==> config.mk <==
export PLATFORM = sky130hd
export DESIGN_NAME = fp32_seq_multiplier_flat
export DESIGN_NICKNAME = d
export VERILOG_FILES = /design/src/rtl/fp32_pkg.sv /design/src/rtl/fp32_seq_multiplier_if.sv /design/src/rtl/fp32_classify.sv /design/src/rtl/fp32_seq_multiplier.sv /design/src/flat_wrapper.sv
export SDC_FILE = /design/constraint.sdc
export NUM_CORES = 1
export LEC_CHECK = 0
export ABC_AREA = 1
export CORE_MARGIN = 1.5
export CORE_UTILIZATION = 60
export CTS_CLUSTER_DIAMETER = 150
export DETAILED_ROUTE_END_ITERATION = 8
export GPL_TIMING_DRIVEN = 0
export PLACE_DENSITY = 0.88
export SLEW_MARGIN = 5
export SYNTH_ARGS = -nofsm -noshare
export SYNTH_HDL_FRONTEND = slang
export SYNTH_SLANG_ARGS = --single-unit
==> constraint.sdc <==
create_clock -name clk -period 8.2 [get_ports clk]
set_input_delay 1.64 -clock clk [delete_from_list [all_inputs] [get_ports clk]]
set_output_delay 1.64 -clock clk [all_outputs]
set_load 0.03 [all_outputs]
==> src/rtl/fp32_pkg.sv <==
// fp32_pkg: shared FP32 field widths, special encodings and FSM state type.
// Latency: n/a (declarations only).
// Backpressure: n/a.
package fp32_pkg;

  localparam int WORD_W   = 32;
  localparam int EXP_W    = 8;
  localparam int MAN_W    = 23;
  localparam int SIG_W    = 24;   // mantissa with hidden bit
  localparam int ACC_W    = 48;   // full 24x24 product
  localparam int EXP_BIAS = 127;
  localparam int EXP_MAX  = 255;

  localparam logic [WORD_W-1:0] QNAN    = 32'h7FC0_0000;
  localparam logic [WORD_W-1:0] POS_INF = 32'h7F80_0000;

  typedef enum logic [1:0] {
    IDLE = 2'd0,
    MUL  = 2'd1,
    NORM = 2'd2,
    DONE = 2'd3
  } state_t;

endpackage

==> src/rtl/fp32_seq_multiplier_if.sv <==
// fp32_seq_multiplier_if: request/result bundle for the iterative FP32 multiplier.
// Latency: n/a (wires only).
// Backpressure: none; start is only honoured while the engine is idle.
//   master: drives start, multiplicand, multiplier; sees busy, valid, out_reg, flags
//   slave : the multiplier engine
interface fp32_seq_multiplier_if;
  import fp32_pkg::*;

  logic              start;
  logic [WORD_W-1:0] multiplicand;
  logic [WORD_W-1:0] multiplier;
  logic              busy;
  logic              valid;
  logic [WORD_W-1:0] out_reg;
  logic [1:0]        flags;    // {overflow, underflow}

  modport master (
    output start, multiplicand, multiplier,
    input  busy, valid, out_reg, flags
  );

  modport slave (
    input  start, multiplicand, multiplier,
    output busy, valid, out_reg, flags
  );

endinterface

==> src/rtl/fp32_classify.sv <==
// fp32_classify: flags an FP32 operand as zero, infinity or NaN (exp=0 counts as zero).
// Latency: combinational.
// Backpressure: none.
//   exp, man : exponent and mantissa fields of the operand
//   is_zero, is_inf, is_nan : classification outputs, mutually exclusive
module fp32_classify
  import fp32_pkg::*;
(
  input  logic [EXP_W-1:0] exp,
  input  logic [MAN_W-1:0] man,
  output logic             is_zero,
  output logic             is_inf,
  output logic             is_nan
);

  logic exp_all_ones;

  assign exp_all_ones = (exp == {EXP_W{1'b1}});
  // Denormals are flushed: any zero exponent is a zero regardless of mantissa.
  assign is_zero = (exp == '0);
  assign is_inf  = exp_all_ones && (man == '0);
  assign is_nan  = exp_all_ones && (man != '0);

endmodule

==> src/rtl/fp32_seq_multiplier.sv <==
// fp32_seq_multiplier: iterative FP32 multiplier, one shift-add mantissa step per clock.
// Latency: valid 26 edges after the accepted start (1 edge for special operands).
// Backpressure: none; start is ignored while busy or finishing, nothing is queued.
//   clk, rst : clock and asynchronous active-high reset
//   bus      : slave side of fp32_seq_multiplier_if (start/operands in, busy/valid/out_reg/flags out)
// Build option FP_MUL_RNE_EN: round-to-nearest-even in NORM; otherwise truncate.
module fp32_seq_multiplier
  import fp32_pkg::*;
#(
  parameter int WIDTH = 32,
  parameter int ITER  = 24
) (
  input  logic                  clk,
  input  logic                  rst,
  fp32_seq_multiplier_if.slave  bus
);

  localparam logic signed [9:0] BIAS_S = 10'(EXP_BIAS);
  localparam logic signed [9:0] MAX_S  = 10'(EXP_MAX);
  localparam logic [4:0]        LAST_I = 5'(ITER - 1);

  state_t state_q, state_d;

  logic [SIG_W-1:0] ma_q, mb_q;
  logic [EXP_W-1:0] ea_q, eb_q;
  logic             sign_q;
  logic [ACC_W-1:0] acc_q;
  logic [4:0]       iter_q;
  logic [WIDTH-1:0] res_q;        // result waiting for the DONE edge
  logic [1:0]       res_flags_q;
  logic [WIDTH-1:0] out_q;
  logic [1:0]       flags_q;
  logic             valid_q;
  logic             busy_q;

  // ---------------------------------------------------------------- classify
  logic a_zero, a_inf, a_nan, b_zero, b_inf, b_nan;
  logic special;
  logic sign_in;
  logic [WIDTH-1:0] special_res;

  fp32_classify u_cls_a (
    .exp     (bus.multiplicand[30:23]),
    .man     (bus.multiplicand[22:0]),
    .is_zero (a_zero),
    .is_inf  (a_inf),
    .is_nan  (a_nan)
  );

  fp32_classify u_cls_b (
    .exp     (bus.multiplier[30:23]),
    .man     (bus.multiplier[22:0]),
    .is_zero (b_zero),
    .is_inf  (b_inf),
    .is_nan  (b_nan)
  );

  assign sign_in = bus.multiplicand[31] ^ bus.multiplier[31];
  assign special = a_zero | a_inf | a_nan | b_zero | b_inf | b_nan;

  // Priority: NaN and inf*0 first, then infinity, then zero.
  always_comb begin
    special_res = {sign_in, {(WIDTH-1){1'b0}}};
    if (a_nan || b_nan || (a_inf && b_zero) || (a_zero && b_inf))
      special_res = QNAN;
    else if (a_inf || b_inf)
      special_res = {sign_in, POS_INF[30:0]};
  end

  // ---------------------------------------------------------------- normalise
  logic signed [9:0] exp_sum, exp_fin;
  logic [MAN_W-1:0]  man_fin;
  logic [WIDTH-1:0]  norm_res;
  logic [1:0]        norm_flags;
`ifdef FP_MUL_RNE_EN
  logic              guard, sticky, round_up;
  logic [SIG_W-1:0]  man_rnd;
`endif

  always_comb begin
    exp_sum = $signed({2'b00, ea_q}) + $signed({2'b00, eb_q}) - BIAS_S;
    exp_fin = exp_sum;
    man_fin = acc_q[45:23];
`ifdef FP_MUL_RNE_EN
    guard   = acc_q[22];
    sticky  = |acc_q[21:0];
`endif
    // Product of two [1,2) significands lies in [1,4): bit 47 marks the upper half.
    if (acc_q[47]) begin
      exp_fin = exp_sum + 10'sd1;
      man_fin = acc_q[46:24];
`ifdef FP_MUL_RNE_EN
      guard   = acc_q[23];
      sticky  = |acc_q[22:0];
`endif
    end
`ifdef FP_MUL_RNE_EN
    round_up = guard & (sticky | man_fin[0]);
    man_rnd  = {1'b0, man_fin} + {{(SIG_W-1){1'b0}}, round_up};
    man_fin  = man_rnd[MAN_W-1:0];
    // Carry out of the mantissa means 1.111.. rounded to 10.000..; the
    // mantissa field is already zero, only the exponent moves.
    if (man_rnd[SIG_W-1])
      exp_fin = exp_fin + 10'sd1;
`endif
    norm_flags = 2'b00;
    norm_res   = {sign_q, exp_fin[7:0], man_fin};
    if (exp_fin >= MAX_S) begin
      norm_res   = {sign_q, POS_INF[30:0]};
      norm_flags = 2'b10;
    end else if (exp_fin <= 10'sd0) begin
      norm_res   = {sign_q, {(WIDTH-1){1'b0}}};
      norm_flags = 2'b01;
    end
  end

  // ---------------------------------------------------------------- FSM
  always_ff @(posedge clk or posedge rst) begin
    if (rst) state_q <= IDLE;
    else     state_q <= state_d;
  end

  always_comb begin
    state_d = state_q;
    case (state_q)
      IDLE: if (bus.start) state_d = special ? DONE : MUL;
      MUL:  if (iter_q == LAST_I) state_d = NORM;
      NORM: state_d = DONE;
      DONE: state_d = IDLE;
      default: state_d = IDLE;
    endcase
  end

  // ---------------------------------------------------------------- datapath
  always_ff @(posedge clk or posedge rst) begin
    if (rst) begin
      ma_q        <= '0;
      mb_q        <= '0;
      ea_q        <= '0;
      eb_q        <= '0;
      sign_q      <= 1'b0;
      acc_q       <= '0;
      iter_q      <= '0;
      res_q       <= '0;
      res_flags_q <= '0;
      out_q       <= '0;
      flags_q     <= '0;
      valid_q     <= 1'b0;
      busy_q      <= 1'b0;
    end else begin
      valid_q <= 1'b0;
      case (state_q)
        IDLE: begin
          if (bus.start) begin
            busy_q      <= 1'b1;
            sign_q      <= sign_in;
            ma_q        <= {1'b1, bus.multiplicand[22:0]};
            mb_q        <= {1'b1, bus.multiplier[22:0]};
            ea_q        <= bus.multiplicand[30:23];
            eb_q        <= bus.multiplier[30:23];
            acc_q       <= '0;
            iter_q      <= '0;
            // Preloaded for the special path; overwritten by NORM otherwise.
            res_q       <= special_res;
            res_flags_q <= 2'b00;
          end
        end
        MUL: begin
          if (mb_q[iter_q])
            acc_q <= acc_q + ({{(ACC_W-SIG_W){1'b0}}, ma_q} << iter_q);
          iter_q <= iter_q + 5'd1;
        end
        NORM: begin
          res_q       <= norm_res;
          res_flags_q <= norm_flags;
        end
        DONE: begin
          out_q   <= res_q;
          flags_q <= res_flags_q;
          valid_q <= 1'b1;
          busy_q  <= 1'b0;
        end
        default: ;
      endcase
    end
  end

  assign bus.busy    = busy_q;
  assign bus.valid   = valid_q;
  assign bus.out_reg = out_q;
  assign bus.flags   = flags_q;

endmodule

==> src/flat_wrapper.sv <==
// flat-port wrapper written by rule: the top's interface ports become plain ports
module fp32_seq_multiplier_flat import fp32_pkg::*;
#(
  parameter int WIDTH = 32,
  parameter int ITER  = 24
)
  (clk, rst, bus_start, bus_multiplicand, bus_multiplier, bus_busy, bus_valid, bus_out_reg, bus_flags);
  fp32_seq_multiplier_if bus_i ();
  input  logic clk;
  input  logic rst;
  input wire logic [$bits(bus_i.start)-1:0] bus_start;
  input wire logic [$bits(bus_i.multiplicand)-1:0] bus_multiplicand;
  input wire logic [$bits(bus_i.multiplier)-1:0] bus_multiplier;
  output wire logic [$bits(bus_i.busy)-1:0] bus_busy;
  output wire logic [$bits(bus_i.valid)-1:0] bus_valid;
  output wire logic [$bits(bus_i.out_reg)-1:0] bus_out_reg;
  output wire logic [$bits(bus_i.flags)-1:0] bus_flags;
  assign bus_i.start = bus_start;
  assign bus_i.multiplicand = bus_multiplicand;
  assign bus_i.multiplier = bus_multiplier;
  assign bus_busy = bus_i.busy;
  assign bus_valid = bus_i.valid;
  assign bus_out_reg = bus_i.out_reg;
  assign bus_flags = bus_i.flags;
  fp32_seq_multiplier #(.WIDTH(WIDTH), .ITER(ITER)) u_core (.clk(clk), .rst(rst), .bus(bus_i));
endmodule
==> results.cfg, run 1 <==
[outcome]
run_status = completed

[global_route]
maximum_number_of_pins_on_one_net_before_global_route_repair = 105
globalRoute.totalOverflow = 0
grt_util_overall_pct = 32.9
grt_pass1_vias = 12500
wire_length_of_the_first_global_routing_pass_um = 59500
grt_antenna_before_repair = 0

[timing]
setup_ws_ns = 3.15
timing_hold_violations_final = 0
final.period_utilization_pct = 61.6
setup_repair_after_global_routing_missed_its_margin = no
setup_tns_ns = 0
final_max_slew_viol_count = 0
period_minus_slack_ns = 5.05
skew_ns = 0.0142
tightestPinTransition_ns = 0.725
relSlewSlack_pct = 51.7
max_clock_freq_mhz = 198
setup_violations = 0

[routing]
drt-initial-drc-count = 1197
drt-wirelength-per-cell_um = 15.8
post_drt_via_cell_ratio = 5.66
num_vias = 13100
drtPass1Iterations = 6
route.detailed.drc = 0
wirelength_um = 36500
antenna_violating_nets_left = 0

[power_and_ir_drop]
switching_share_of_total_power_pct = 53.5
leakagePower_uw = 0.00757
power.share.sequential_pct = 21.5
power_report.internal_total_uw = 3250
clock_power_share_pct = 12.3
p_sw_uw = 3740
totalPowerFinal_uw = 6990
combPwrFrac_pct = 66.2
vdd_drop_max_v = 0.000193
cellPowerDensity_nw_per_um2 = 458

[critical_path]
timing.critical_path.fanout_max = 10
path_buf_inv = 5
start_kind = flip-flop
setup.worst_path.class = flip-flop to flip-flop
end_kind = flip-flop
cpMostUsedCell = sky130_fd_sc_hd__nand2_1
cp.depth = 24
r2r.worst_path.cells = 24
timing.critical_path.slowest_stage_cell = sky130_fd_sc_hd__o21ai_0
critical_path.reg2reg.startpoint = u_core.iter_q[0]
critical_path.cell_chain = buf_2 -> buf_2 -> clkbuf_1 -> o21ai_0 -> nand2_1 -> o21ai_0 -> nand2_1 -> o21ai_0 -> o21ai_0 -> nor2_1 -> ha_1 -> nand2_1 -> nor2_1 -> inv_1 -> o21ai_0 -> a21oi_1 -> o21ai_0 -> a21oi_1 -> inv_1 -> nand2_1 -> nand2_1 -> nand2_1 -> nand3_1 -> nand2_1
worst_path_dominant_cell_family = compound AO/OA/AOI/OAI gates
cp_data_required_time_ns = 8.53
reg2reg_slack_ns = 3.15
cp_slowest_stage_delay_ns = 0.55
critPathArrivalTime_ns = 5.38
r2r-end = u_core.acc_q[46]

[die]
fp.coreArea_sq_um = 21800
area_of_the_die_sq_um = 23000
fp-row-count = 54
floorplan.initialDensity_pct = 60.8
fp.dieW_um = 152
num_io_pins = 103
die_boundary_height_um = 152

[synthesis]
synth_area_sq_um = 13200
synth_largest_type_area_fraction_pct = 35.7
synth_edf_count = 0
yosysTopAreaCell = sky130_fd_sc_hd__dfrtp_1
synth_flop_cell = sky130_fd_sc_hd__dfrtp_1
syn-mean-instance-area_sq_um = 6.96
synth_nets = 2032
ys_top_cells_by_area = sky130_fd_sc_hd__dfrtp_1, sky130_fd_sc_hd__nand2_1, sky130_fd_sc_hd__o21ai_0, sky130_fd_sc_hd__inv_1, sky130_fd_sc_hd__ha_1
synth.yosys.seq_area_share_pct = 35.7
syn-instance-count = 1901
postSynth.asyncResetShare_pct = 100
synth.ff_latch_count = 189
post_synth_num_cell_types = 47
yosysWarnings = 0

[cells_and_area]
fin_cells = 2316
fillerInstances = 1838
count_of_antenna_diodes_in_the_layout = 0
multi_input_area_sq_um = 7300
seqCellArea_sq_um = 4730
final_nets = 2154
post_route_cells_drive_above_1_share_pct = 4.67
largest_register_ffs = 48
syn2layout_area_growth_pct = 15.2
final_core_utilization_pct = 70.1

[worst_hold_path]
holdCritPathClass = flip-flop to flip-flop
min_path_cells = 2
hold_path_end = u_core.bus.out_reg[8]
timing.hold.worst.start = u_core.bus.out_reg[8]

[cts]
cts_hold_buffers = 0
htree_levels = 4
path_clk_slew_ns = 0.08
cts_made_buffers = 17
post_cts_repair_resize_count = 0
cts.sinks = 189
cts-root-buf = sky130_fd_sc_hd__clkbuf_16
post-cts-setup-buffer-count = 0
worstSkewPairLatency_ns = 0.45
tritoncts = built
cts_max_path_buffers = 2

[placed_design]
dpl.hpwl_um = 28700
dp_slack_ns = 3.39
port_buffer_cells = 102
dp.cells = 2284
routabilityCongestion = 0.969

[run]
drv_cap = 0
how the worst max path moves through the flow:
| stage | from | endpoint | slack, ns |
|---|---|---|---|
| finish | u_core.iter_q[0] | u_core.acc_q[46] | 3.15 |
| detailed placement | u_core.iter_q[0] | u_core.acc_q[46] | 3.39 |
| global placement | rst | u_core.acc_q[6] | -0.75 |
| CTS | u_core.iter_q[0] | u_core.acc_q[46] | 3.34 |
| floorplan | rst | u_core.acc_q[0] | 1.42 |
| global route | u_core.iter_q[0] | u_core.acc_q[46] | 2.80 |
power by group through the flow:
| stage | Combinational, uW | Clock [uW] | Sequential, uW |
|---|---|---|---|
| 2_1_floorplan | 3260 | 0 | 1560 |
| 3_3_place_gp | 4400 | 0 | 1490 |
| 3_5_place_dp | 4510 | 0 | 1510 |
| 4_1_cts | 4560 | 856 | 1490 |
| 5_1_grt | 5120 | 899 | 1530 |
| 6_report | 4630 | 859 | 1500 |
synthesized netlist by cell type, drive strengths merged (2+ instances only):
cell type	count
a21boi	2
a21o	9
a21oi	76
a22o	22
a31oi	13
buf	27
clkbuf	50
clkinv	4
dfrtp	189
fa	2
ha	62
inv	219
mux2i	32
nand2	599
nand3	79
nand3b	2
nand4	35
nor2	157
nor3	13
nor4	15
o211ai	5
o21a	3
o21ai	209
o21bai	7
o22ai	27
or2	7
xnor2	5
xor2	23
cells by family (layout without fill, tap and decap cells):
logic type,Yosys count,in the layout,synth area share (%)
DFF,189,189,35.7
and+or+nand+nor,907,907,28.5
adders and majority gates,64,64,6.16
xor gates and xnor gates,28,28,1.85
AOI/OAI and AO/OA,380,380,16.2
muxes,32,32,2.42
buffers and inverters,301,436,9.15
through the flow:
step / hold WS (ns) / area [sq um]
CTS: 0.475 / 15200
finish: 0.473 / 15200
global route: 0.492 / 15200
global placement: 0.453 / 14600
floorplan: 0.444 / 13200
detailed placement: 0.458 / 14600
routing by layer:
layer / vias to the layer above / GRT usage [%] / wire length (um)
met3: 93 / 4.04 / 1950
li1: 6470 / - / -
met2: 495 / 57.2 / 17500
met1: 6042 / 41.9 / 15900
met5: - / 0 / 0
met4: 0 / 12.7 / 1130
layout by cell type (no fill, tap or decap), types with 9 or more instances in the layout:
master and instances:
sky130_fd_sc_hd__nand2_1 590, sky130_fd_sc_hd__clkbuf_1 48, sky130_fd_sc_hd__nor2_1 151, sky130_fd_sc_hd__a31oi_1 13
sky130_fd_sc_hd__inv_1 212, sky130_fd_sc_hd__nand2_2 9, sky130_fd_sc_hd__o21ai_0 207, sky130_fd_sc_hd__clkdlybuf4s50_1 102
sky130_fd_sc_hd__buf_2 12, sky130_fd_sc_hd__ha_1 62, sky130_fd_sc_hd__clkbuf_16 17, sky130_fd_sc_hd__nand4_1 35
sky130_fd_sc_hd__a21o_1 9, sky130_fd_sc_hd__o22ai_1 27, sky130_fd_sc_hd__nor3_1 13, sky130_fd_sc_hd__nand3_2 12
sky130_fd_sc_hd__mux2i_1 32, sky130_fd_sc_hd__nor4_1 15, sky130_fd_sc_hd__xor2_1 23, sky130_fd_sc_hd__buf_1 10
sky130_fd_sc_hd__a21oi_1 76, sky130_fd_sc_hd__a22o_1 22, sky130_fd_sc_hd__dfrtp_1 189, sky130_fd_sc_hd__nand3_1 67
worst min-delay path, stage by stage (launching register included):
cell,delay (ns)
sky130_fd_sc_hd__dfrtp_1,0.34
sky130_fd_sc_hd__nand2_1,0.05
sky130_fd_sc_hd__nand2_1,0.05
cell type report:
cell class / count / share of cell area (%)
Buffer: 78 / 2.45
Clock inverter: 14 / 1.16
Inverter: 223 / 5.54
Clock buffer: 18 / 2.81
Sequential cell: 189 / 31.0
Multi-Input combinational cell: 1411 / 47.9
Tap cell: 280 / 2.30
Timing Repair Buffer: 103 / 6.88
(Power assumes the default switching activity.)
==> run 2, diff against run 1 <==
==> constraint.sdc (replaced) <==
create_clock -name clk -period 4.9 [get_ports clk]
set_input_delay 0.98 -clock clk [delete_from_list [all_inputs] [get_ports clk]]
set_output_delay 0.98 -clock clk [all_outputs]
set_load 0.03 [all_outputs]
==> results.cfg, run 2 (synthesis results as in run 1) <==
[routing]
drt-wirelength-per-cell_um = 15.9
post_drt_via_cell_ratio = 5.74
wirelength_um = 36900
num_vias = 13300
route.detailed.drc = 0
drtPass1Iterations = 6
drt-initial-drc-count = 1124
antenna_violating_nets_left = 0

[timing]
final_max_slew_viol_count = 0
skew_ns = 0.0168
max_clock_freq_mhz = 219
tightestPinTransition_ns = 0.810
period_minus_slack_ns = 4.57
setup_tns_ns = 0
relSlewSlack_pct = 45.3
setup_ws_ns = 0.329
timing_hold_violations_final = 0
setup_repair_after_global_routing_missed_its_margin = no
final.period_utilization_pct = 93.3
setup_violations = 0
hold_slack_ns = 0.472

[cells_and_area]
count_of_antenna_diodes_in_the_layout = 0
final_nets = 2157
final_core_utilization_pct = 70.5
post_route_cells_drive_above_1_share_pct = 5.15
final_common_cell = sky130_fd_sc_hd__nand2_1
largest_register_ffs = 48
syn2layout_area_growth_pct = 15.8
most-common-layout-cells = sky130_fd_sc_hd__nand2_1, sky130_fd_sc_hd__inv_1, sky130_fd_sc_hd__o21ai_0, sky130_fd_sc_hd__dfrtp_1, sky130_fd_sc_hd__nor2_1

[critical_path]
end_kind = flip-flop
cp_data_required_time_ns = 5.22
timing.critical_path.fanout_max = 19
critPathArrivalTime_ns = 4.89
setup.worst_path.class = flip-flop to flip-flop
reg2reg_slack_ns = 0.33
start_kind = flip-flop

[die]
fp.coreArea_sq_um = 21800
fp-row-count = 54
fp.dieW_um = 152
die_boundary_height_um = 152
num_io_pins = 103
area_of_the_die_sq_um = 23000
floorplan.initialDensity_pct = 60.8

[outcome]
run_status = completed

[cts]
path_clk_slew_ns = 0.07
htree_levels = 4
cts_made_buffers = 17
cts-root-buf = sky130_fd_sc_hd__clkbuf_16
cts_max_path_buffers = 2
cts.sinks = 189
tritoncts = built
worstSkewPairLatency_ns = 0.46

[placed_design]
dp_slack_ns = -0.0193
dpl.hpwl_um = 29400
port_buffer_cells = 102
routabilityCongestion = 0.977

[run]
drv_cap = 0

[global_route]
maximum_number_of_pins_on_one_net_before_global_route_repair = 43
globalRoute.totalOverflow = 0
grt_antenna_before_repair = 0
grt_util_overall_pct = 33.5
wire_length_of_the_first_global_routing_pass_um = 60600
grt_pass1_vias = 12700

[power_and_ir_drop]
vdd_drop_max_v = 0.000387
cellPowerDensity_nw_per_um2 = 765
leakagePower_uw = 0.00761

[worst_hold_path]
holdCritPathClass = flip-flop to flip-flop
[run 2: cell types whose count changed in the layout (fill, tap and decap cells not counted), sizes merged]
cell / change
bufinv: -1
clkinvlp: +1
buf: +2
clkbuf: +1
[run 2: area by class of cell]
class	instances	area, sq um
fill	1795	6420
buffer	76	372
tap	280	350
clock inverter	14	168
timing repair buffer	108	1130
sequential	189	4730
multi-input combinational	1411	7300
inverter	223	841
clock buffer	18	439
[run 2: power by group]
| part | internal [uW] | total, uW | switching, uW | leakage [uW] |
|---|---|---|---|---|
| logic | 2590 | 7810 | 5230 | 0.00483 |
| registers | 2140 | 2510 | 366 | 0.00248 |
| clock network | 701 | 1410 | 712 | 0.000294 |
[run 2: final timing paths]
kind,start,to,depth (start not counted)
worst max register to register,u_core.iter_q[0],u_core.acc_q[39],20
max in group asynchronous,rst,u_core.acc_q[3],4
worst min register to register,u_core.bus.out_reg[19],u_core.bus.out_reg[19],2
worst max-delay path,u_core.iter_q[0],u_core.acc_q[39],20
min in group asynchronous,rst,u_core.res_q[24],2
worst min-delay path,u_core.bus.out_reg[19],u_core.bus.out_reg[19],2
[run 2: worst max-delay path, stage by stage, from the launching register on]
cell and delay (ns):
sky130_fd_sc_hd__dfrtp_1 0.38, sky130_fd_sc_hd__buf_2 0.34, sky130_fd_sc_hd__buf_2 0.26, sky130_fd_sc_hd__o21ai_0 0.13, sky130_fd_sc_hd__or2_2 0.29, sky130_fd_sc_hd__o21ai_1 0.15
sky130_fd_sc_hd__mux2i_1 0.21, sky130_fd_sc_hd__o21ai_0 0.44, sky130_fd_sc_hd__mux2i_1 0.25, sky130_fd_sc_hd__ha_1 0.40, sky130_fd_sc_hd__nand2_1 0.11, sky130_fd_sc_hd__nor2_1 0.22
sky130_fd_sc_hd__inv_1 0.07, sky130_fd_sc_hd__nor2_1 0.13, sky130_fd_sc_hd__inv_1 0.05, sky130_fd_sc_hd__o21ai_0 0.40, sky130_fd_sc_hd__a21o_1 0.22, sky130_fd_sc_hd__a21o_1 0.19
sky130_fd_sc_hd__nand2_1 0.06, sky130_fd_sc_hd__nand2_1 0.06, sky130_fd_sc_hd__o22ai_1 0.07
[run 2: stage by stage]
stage	cells	cell area (sq um)	power, uW
2_1_floorplan	1901	13200	8060
3_3_place_gp	2283	14600	9850
3_5_place_dp	2288	14700	10100
4_1_cts	2320	15300	11500
5_1_grt	2319	15300	12700
6_report	2319	15300	11700
[run 2: timing repair]
action                     in CTS  in global routing
hold buffers                    0                  0
resized for setup               1                 21
buffers inserted                0                  1
gates cloned                    0                  0
setup endpoints to repair       1                 20
[run 2: layer usage]
metal	GRT usage (%)	wire length [um]
met5	0	0
met1	43.5	16000
met4	12.1	958
met2	57.8	17900
met3	3.86	1950
==> run 3, diff against run 2 <==
--- a/config.mk
+++ b/config.mk
@@ -6,12 +6,15 @@
 export NUM_CORES = 1
 export LEC_CHECK = 0
 export ABC_AREA = 1
+export CELL_PAD_IN_SITES_DETAIL_PLACEMENT = 0
+export CELL_PAD_IN_SITES_GLOBAL_PLACEMENT = 1
 export CORE_MARGIN = 1.5
-export CORE_UTILIZATION = 60
+export CORE_UTILIZATION = 43
 export CTS_CLUSTER_DIAMETER = 150
 export DETAILED_ROUTE_END_ITERATION = 8
 export GPL_TIMING_DRIVEN = 0
-export PLACE_DENSITY = 0.88
+export PLACE_DENSITY = 0.87
+export REMOVE_ABC_BUFFERS = 1
 export SLEW_MARGIN = 5
 export SYNTH_ARGS = -nofsm -noshare
 export SYNTH_HDL_FRONTEND = slang
==> results.cfg, run 3 (synthesis results as in run 1) <==
[routing]
drtPass1Iterations = 7
antenna_violating_nets_left = 0
route.detailed.drc = 0
drt-wirelength-per-cell_um = 14.8
num_vias = 12300
wirelength_um = 34800
post_drt_via_cell_ratio = 5.21
drt-initial-drc-count = 1020

[cells_and_area]
multi_input_area_sq_um = 7310
final_nets = 2081
count_of_antenna_diodes_in_the_layout = 0
most-common-layout-cells = sky130_fd_sc_hd__nand2_1, sky130_fd_sc_hd__inv_1, sky130_fd_sc_hd__o21ai_0, sky130_fd_sc_hd__dfrtp_1, sky130_fd_sc_hd__nor2_1
final_common_cell = sky130_fd_sc_hd__nand2_1
fillerInstances = 3126
syn2layout_area_growth_pct = 14.5
final_core_utilization_pct = 49.8
largest_register_ffs = 48
seqCellArea_sq_um = 4740
fin_cells = 2359
post_route_cells_drive_above_1_share_pct = 4.69

[power_and_ir_drop]
totalPowerFinal_uw = 11300
leakagePower_uw = 0.00743
cellPowerDensity_nw_per_um2 = 743
vdd_drop_max_v = 0.000342

[placed_design]
routabilityCongestion = 0.898
dp.cells = 2327
port_buffer_cells = 102
dpl.hpwl_um = 26400

[global_route]
wire_length_of_the_first_global_routing_pass_um = 58100
grt_antenna_before_repair = 0
grt_util_overall_pct = 22.8
maximum_number_of_pins_on_one_net_before_global_route_repair = 105
grt_pass1_vias = 11600
globalRoute.totalOverflow = 0

[critical_path]
cp_data_required_time_ns = 5.23
r2r.worst_path.cells = 13
setup.worst_path.class = flip-flop to flip-flop
critPathArrivalTime_ns = 4.90
timing.critical_path.fanout_max = 40
start_kind = flip-flop
end_kind = flip-flop

[timing]
final_max_slew_viol_count = 0
timing_hold_violations_final = 0
period_minus_slack_ns = 4.57
skew_ns = 0.0147
relSlewSlack_pct = 14.4
max_clock_freq_mhz = 219
tightestPinTransition_ns = 1.28
final.period_utilization_pct = 93.2
setup_tns_ns = 0
setup_violations = 0

[run]
drv_cap = 0

[die]
area_of_the_die_sq_um = 31800
fp.coreArea_sq_um = 30400
fp.dieW_um = 178
floorplan.initialDensity_pct = 43.5
fp-row-count = 64
die_boundary_height_um = 178
num_io_pins = 103

[cts]
htree_levels = 4
path_clk_slew_ns = 0.08
cts.sinks = 189
worstSkewPairLatency_ns = 0.45
tritoncts = built
post-cts-setup-buffer-count = 0
cts_max_path_buffers = 2
post_cts_repair_resize_count = 2
cts_hold_buffers = 0
cts-root-buf = sky130_fd_sc_hd__clkbuf_16
cts_made_buffers = 17

[worst_hold_path]
min_path_cells = 2
holdCritPathClass = flip-flop to flip-flop

[outcome]
run_status = completed
-- run 3: area by class of cell --
type	count	area share (%)
well taps	396	3.27
clock buffers	17	2.81
flip-flops and latches	189	31.3
inverters	223	5.60
multi-input cells	1411	48.2
repair buffers	108	7.59
clock inverters	15	1.21
-- run 3: critical path, cell delays in order (launching register included) --
cell,delay [ns]
sky130_fd_sc_hd__dfrtp_1,1.18
sky130_fd_sc_hd__inv_1,0.70
sky130_fd_sc_hd__nand2_1,0.39
sky130_fd_sc_hd__o22ai_1,0.18
sky130_fd_sc_hd__ha_1,0.44
sky130_fd_sc_hd__a21oi_1,0.25
sky130_fd_sc_hd__inv_1,0.06
sky130_fd_sc_hd__a31oi_1,0.22
sky130_fd_sc_hd__o21ai_0,0.17
sky130_fd_sc_hd__a221oi_1,0.30
sky130_fd_sc_hd__nand2_1,0.13
sky130_fd_sc_hd__or2_2,0.29
sky130_fd_sc_hd__nand3_1,0.07
sky130_fd_sc_hd__nand2_1,0.06
-- run 3: final timing paths --
check | slack (ns) | endpoint | from
hold reg to reg | 0.47 | u_core.bus.out_reg[24] | u_core.bus.out_reg[24]
max in group asynchronous | 2.95 | u_core.acc_q[21] | rst
hold / removal | 0.47 | u_core.bus.out_reg[24] | u_core.bus.out_reg[24]
min in group asynchronous | 1.01 | u_core.bus.flags[0] | rst
setup reg to reg | 0.33 | u_core.acc_q[47] | u_core.iter_q[4]
setup / recovery | 0.33 | u_core.acc_q[47] | u_core.iter_q[4]
-- run 3: layer usage --
metal  part of all wire, %  track usage, %
met4                  0.96            4.31
met3                   3.7            3.20
met2                    45            37.3
met5                     0               0
met1                    50            32.2
-- run 3: report_power, final --
part	internal [uW]	total, uW	leakage [uW]	switching (uW)
combinational	2370	7180	0.00466	4810
clock	699	1440	0.000297	741
sequential	2140	2650	0.00247	506
total	5220	11300	0.00743	6050
-- run 3: per-stage QoR --
step	worst slack, ns	hold WS (ns)	cell area, sq um
after global placement	-3.94	0.453	14400
after CTS	0.0893	0.475	15100
after floorplan	-1.22	0.444	12900
final	0.332	0.471	15200
after global routing	-0.000381	0.494	15200
after detailed placement	-0.354	0.457	14500
